===== src/rtl/alu_result_buffer.sv =====
// First-word fall-through buffer for ALU results: stores data, carry, zero flag and opcode,
// with a sticky overflow flag when a result is offered while full.
module alu_result_buffer #(
  parameter int WIDTH = 4,
  parameter int DEPTH = 4
) (
  input  logic                       clk,
  input  logic                       rst_n,
  input  logic                       clr,
  input  logic                       in_valid,
  output logic                       in_ready,
  input  logic [WIDTH:0]             in_result,
  input  logic [2:0]                 in_sel,
  output logic                       out_valid,
  input  logic                       out_ready,
  output logic [WIDTH-1:0]           out_data,
  output logic                       out_carry,
  output logic                       out_zero,
  output logic [2:0]                 out_op,
  output logic [$clog2(DEPTH):0]     count,
  output logic                       ovf_err
);

  localparam int AW = $clog2(DEPTH);
  localparam int CW = AW + 1;
  localparam logic [CW-1:0] FULL = CW'(DEPTH);

  logic [WIDTH-1:0] mem_data  [DEPTH];
  logic             mem_carry [DEPTH];
  logic             mem_zero  [DEPTH];
  logic [2:0]       mem_op    [DEPTH];

  logic [AW-1:0] wr_ptr, rd_ptr;
  logic [CW-1:0] cnt;
  logic          ovf;
  logic          push, pop;

  // in_ready depends only on stored count, never on out_ready
  always_comb begin
    in_ready  = (cnt < FULL);
    out_valid = (cnt != '0);
    push      = in_valid && in_ready && !clr;
    pop       = out_valid && out_ready && !clr;
  end

  always_ff @(posedge clk or negedge rst_n) begin
    if (!rst_n) begin
      wr_ptr <= '0;
      rd_ptr <= '0;
      cnt    <= '0;
      ovf    <= 1'b0;
    end else if (clr) begin
      wr_ptr <= '0;
      rd_ptr <= '0;
      cnt    <= '0;
      ovf    <= 1'b0;
    end else begin
      if (push) wr_ptr <= wr_ptr + AW'(1);
      if (pop)  rd_ptr <= rd_ptr + AW'(1);
      case ({push, pop})
        2'b10:   cnt <= cnt + CW'(1);
        2'b01:   cnt <= cnt - CW'(1);
        default: cnt <= cnt;
      endcase
      if (in_valid && !in_ready) ovf <= 1'b1;
    end
  end

  // Storage is not reset; stale contents are masked while out_valid is low
  always_ff @(posedge clk) begin
    if (push) begin
      mem_data[wr_ptr]  <= in_result[WIDTH-1:0];
      mem_carry[wr_ptr] <= in_result[WIDTH];
      mem_zero[wr_ptr]  <= ~|in_result[WIDTH-1:0];
      mem_op[wr_ptr]    <= in_sel;
    end
  end

  always_comb begin
    out_data  = '0;
    out_carry = 1'b0;
    out_zero  = 1'b0;
    out_op    = '0;
    if (out_valid) begin
      out_data  = mem_data[rd_ptr];
      out_carry = mem_carry[rd_ptr];
      out_zero  = mem_zero[rd_ptr];
      out_op    = mem_op[rd_ptr];
    end
  end

  assign count   = cnt;
  assign ovf_err = ovf;

endmodule


===== config.mk =====
export PLATFORM = sky130hd
export DESIGN_NAME = alu_result_buffer
export DESIGN_NICKNAME = d
export VERILOG_FILES = /design/src/rtl/alu_result_buffer.sv
export SDC_FILE = /design/constraint.sdc
export NUM_CORES = 1
export LEC_CHECK = 0
export BUFFER_PORTS_ARGS = -buffer_cell sky130_fd_sc_hd__buf_2
export CAP_MARGIN = 25
export CORE_MARGIN = 2
export CORE_UTILIZATION = 42
export CTS_BUF_LIST = sky130_fd_sc_hd__clkbuf_4
export DETAILED_ROUTE_END_ITERATION = 10
export PLACE_DENSITY_LB_ADDON = 0.2
export SLEW_MARGIN = 20
export SYNTH_ARGS = -nofsm -noshare
export SYNTH_HDL_FRONTEND = slang
export SYNTH_SLANG_ARGS = --single-unit

===== constraint.sdc =====
create_clock -name clk -period 4.1 [get_ports clk]
set_input_delay 0.41 -clock clk [delete_from_list [all_inputs] [get_ports clk]]
set_output_delay 0.41 -clock clk [all_outputs]
set_load 0.05 [all_outputs]

Word level (Yosys, flattened, before mapping) --
Memories as Yosys holds them, arrays and structs flattened. Cells that the tools add are included.
Storage, ports and cells: memories kept 4, word-level logic and storage cells 43, memory bits (writable) 36, register bits 8, bits of input ports 13
Memory list:
- mem_data | words 4, bits a word 4, read ports 1, clocked after Yosys merged registers in 0, write ports 1, line 28 | logic [WIDTH-1:0] mem_data [DEPTH];
- mem_op | words 4, bits a word 3, read ports 1, clocked after Yosys merged registers in 0, write ports 1, line 31 | logic [2:0] mem_op [DEPTH];
- mem_carry | words 4, bits a word 1, read ports 1, clocked after Yosys merged registers in 0, write ports 1, line 29 | logic mem_carry [DEPTH];
- mem_zero | words 4, bits a word 1, read ports 1, clocked after Yosys merged registers in 0, write ports 1, line 30 | logic mem_zero [DEPTH];
Cells by class: reduce and logical (&&, ||, !) cells 14, $add $sub $neg 4, mux-type cells 14, equal/unequal tests 2, magnitude comparators 1
Operator list (count):
- 2-bit 2-to-1 mux | 4
- 1-bit 2-to-1 mux | 6
- 3-bit 2-to-1 mux | 2
- 3-bit one-hot mux with 2 select lines | 1
- 2-bit nonzero test | 3
- 3-bit nonzero test | 2
- 1-bit logical AND | 5
- 2-bit by 1-bit adder with 2-bit output, second input constant | 2
- 4-bit 2-to-1 mux | 1
- 4-bit OR reduction | 1
- 3-bit by 1-bit adder with 3-bit output, second input constant | 1
- 1-bit logical NOT | 3
- 3-bit less-than comparator, second input constant | 1
- 3-bit by 1-bit subtractor with 3-bit output, second input constant | 1
- 2-bit by 1-bit == test with 1-bit output, second input constant | 1
- 2-bit == test, second input constant | 1

Logic depth before layout (Yosys ltp) --
depth after elaboration 6, depth in mapped cells 9, gate-level depth less buffers 8

Worst setup path before layout --
Ideal clock, no wire load.
path kind reg-to-reg, start register cnt[0] (netlist: count[0]), end register cnt[2] (netlist: count[2]), library setup time 78 ps, path buffers 1, data arrival time 2191 ps, path slack 1831 ps, stages on the path, launching flop included 10, cells stage by stage dfrtp_1 buf_6 or3_4 nand2_1 nor3_1 fa_1 nand2b_1 nor4_1 a21oi_1 a21oi_1
Between the ends: longest elaborated chain between the ends 6, elaborated cells between the ends (all ways) 13
Ends and longest elaborated chain:
- from (decl) | line 34 | logic [CW-1:0] cnt;
- from (signal assigned) | line 61 | 2'b10: cnt <= cnt + CW'(1);
- from (signal assigned) | line 62 | 2'b01: cnt <= cnt - CW'(1);
- from (signal assigned) | line 63 | default: cnt <= cnt;
- 3-bit less-than comparator or 3-bit nonzero test (tied branches) | line 40, 41
- 1-bit logical AND (on tied branches) (2 in series) | line 42, 43
- 2-bit by 1-bit == test with 1-bit output or 2-bit == test (tied branches) | line 60 | case ({push, pop})
- 3-bit one-hot mux with 2 select lines | line 60
- 3-bit 2-to-1 mux | line 52 | end else if (clr) begin
Parallel ways exist; a longest one is shown, timed or not. A chain may end at the register's enable or synchronous reset.

Final worst setup path --
start register rd_ptr[0], end output out_data[3]
Between the ends: longest elaborated chain between the ends 2
Ends and longest elaborated chain:
- from (decl) | line 33 | logic [AW-1:0] wr_ptr, rd_ptr;
- from (signal assigned) | line 59 | if (pop) rd_ptr <= rd_ptr + AW'(1);
- memory read 4 x 4 bit
- 4-bit 2-to-1 mux | line 84 | if (out_valid) begin
- to (decl) | line 16 | output logic [WIDTH-1:0] out_data,
Every way passes these cells.

==> flow_summary.json <==
{
  "layout.nets": 169,
  "synth_top_area_cell": "edfxtp_1",
  "yosys-top-cells-count": "edfxtp_1, and2_1, dfrtp_1, mux4_2, nand2_1",
  "ir_drop_uv": 195.7,
  "synth_most_common_cell": "edfxtp_1",
  "vias_per_cell": 5.294,
  "yosysUniqueCellTypes": 27,
  "fillers": 393,
  "fmax_mhz": 394.9,
  "drv_cap": 0,
  "grt.busiest_layer": "met2",
  "syn_nets": 142,
  "synth_area_leaders": "edfxtp_1, dfrtp_1, mux4_2",
  "grt_pass1_vias": 1108,
  "drtIter0Drc": 62,
  "path_buf_inv": 1,
  "slew_violations": 0,
  "antenna_cells": 0,
  "finalCriticalPeriod_ns": 2.532,
  "synth-seq-cells": 44,
  "path_class": "register to primary output",
  "hold_viol": 0,
  "r2r_slack_ns": 1.89,
  "cts_made_buffers": 5,
  "ant_nets": 0,
  "die_w_um": 71.98,
  "cts_tree": "built",
  "synth_ff_type": "edfxtp_1",
  "skew_ns": 0.01468,
  "io_buffers": 27,
  "synth_area_um2": 1941,
  "synthToLayoutAreaGrowth_pct": 12.31,
  "cts-root-buf": "clkbuf_4",
  "num_vias": 1080,
  "die_h_um": 71.98,
  "hpwl_um": 2316,
  "yosys_warnings": 0,
  "drt-pass1-iter-count": 4,
  "antenna_found_initial": 0,
  "setup_violations": 0,
  "die_area_um2": 5180,
  "rsz0062_at_grt": "no",
  "fin_setup_tns_ns": 0,
  "cts_setup_buffers": 0,
  "path_cells": "mux4_1 > and2_1 > buf_2",
  "cpPeakStageDelay_ns": 0.77,
  "crit_family": "flip-flops",
  "wirelength_um": 3364,
  "async_flop_share": 0.1818,
  "grt_pass1_wl_um": 5471,
  "cts_buffer_depth": 2,
  "ios": 28,
  "core_um2": 4414,
  "synth-seq-area-share": 0.6602,
  "grt_use_met3": 0.03750,
  "arrival_ns": 2.12,
  "hold_path.class": "input port to register",
  "p_leak_uw": 0.0008204,
  "cts_sinks": 44,
  "place_congestion": 0.7298,
  "crit_path_end_kind": "primary output",
  "htree_levels": 2,
  "track_usage": 0.1465,
  "synth_edf_count": 36,
  "timing.slew.headroom": 0.5735,
  "fin_crit_sh": 0.6176,
  "powerDensity_nw_per_um2": 463.8,
  "slowest_stage": "dfrtp_1",
  "synth_cells": 124,
  "cp.required_ns": 3.69,
  "tightest_slew_ns": 0.6398,
  "grt_overflow": 0,
  "grt_max_degree": 14,
  "netlist.area_leader.share": 0.5571,
  "worstPathMaxFanout": 11,
  "fp-row-count": 24,
  "syn_area_per_cell_um2": 15.65,
  "clk_latency_ns": 0.36,
  "routedWlPerCell_um": 16.49,
  "met1_usage": 0.1847,
  "start_util": 0.4396,
  "status": "completed",
  "fin_total_pwr_uw": 1011,
  "start_kind": "register",
  "final_layout_size_suffix_gt1_frac": 0.2961,
  "clk_pin_slew_ns": 0.13,
  "grt_use_met2": 0.2356,
  "drc": 0
}
## worst register-to-register path, stage by stage, from the launching register on
cell,delay [ns]
dfrtp_1,0.51
or3_4,0.49
nand2_1,0.14
nor3_1,0.07
fa_1,0.38
nand2b_1,0.16
nor4_1,0.17
a21oi_1,0.06
a21oi_1,0.16
## worst paths after layout
| path | from | to | cells after the start |
|---|---|---|---|
| max in group asynchronous | rst_n | rd_ptr[0] | 2 |
| max | rd_ptr[0] | out_data[3] | 3 |
| max reg2reg | count[0] | count[2] | 8 |
| min | in_result[4] | mem_carry[0] | 1 |
| min reg2reg | ovf_err | ovf_err | 2 |
| min in group asynchronous | rst_n | count[2] | 2 |
## final cells by class
type,instances,area [um2],area share
multi-input combinational,69,596.8,0.2738
timing repair buffer,28,145.1,0.06659
inverter,3,11.26,0.005166
tap,52,65.06,0.02985
clock inverter,2,35.03,0.01607
clock buffer,6,45.04,0.02067
sequential,44,1281,0.5878
## cells by family after synthesis
group,count (synthesis),synth area share
muxes,10,0.1115
xor gates and xnor gates,4,0.01806
adders and majority gates,5,0.03611
and+or+nand+nor,37,0.1051
DFF,44,0.6602
buffers and inverters,11,0.03223
AOI/OAI and AO/OA,13,0.03675
## layer usage
layer / wire length (um) / share of wire
met2: 1634 / 0.49
met1: 1497 / 0.45
met4: 71 / 0.021
met5: 0 / 0
met3: 160 / 0.048
## power by group
part	switching (uW)	internal (uW)	leakage (uW)
Clock	135	135	0.0000456
Combinational	143	71.6	0.000341
Sequential	25.3	501	0.000434
Total	304	707	0.000820
## through the flow
step | setup slack [ns] | cells | area [um2] | util | hold WS, ns
floorplan | 1.831 | 124 | 1941 | - | 0.1144
global placement | 1.933 | 195 | 2090 | 0.4734 | 0.2629
detailed placement | 1.901 | 195 | 2090 | 0.4734 | 0.2678
CTS | 1.499 | 204 | 2180 | 0.4938 | 0.2537
global route | 1.415 | 204 | 2180 | 0.4938 | 0.2410
finish | 1.568 | 204 | 2180 | 0.4938 | 0.2576
## flip-flops by register name, summed over array words and instances, names as in the netlist
register and cells:
mem_op 12, count 3, rd_ptr 2, mem_data 16, mem_zero 4, ovf_err 1
wr_ptr 2, mem_carry 4
## cell usage in the layout (no fill, tap or decap), types with 2 or more instances in the layout
cell and n:
dfrtp_1 8, nand2b_1 2, nand2_1 8, nor2_1 6, edfxtp_1 36, clkbuf_4 6
o21ai_0 5, xor2_1 3, buf_2 27, nor4_1 2, and2_1 13, ha_1 4
inv_1 3, mux4_2 8, a21oi_1 6, nand3_1 3
## what timing repair did
action | in CTS | in global routing
hold endpoints to repair | 8 | 0
hold buffers | 1 | 0
resized for setup | 0 | 0
Power figures use the tool's default switching activity.
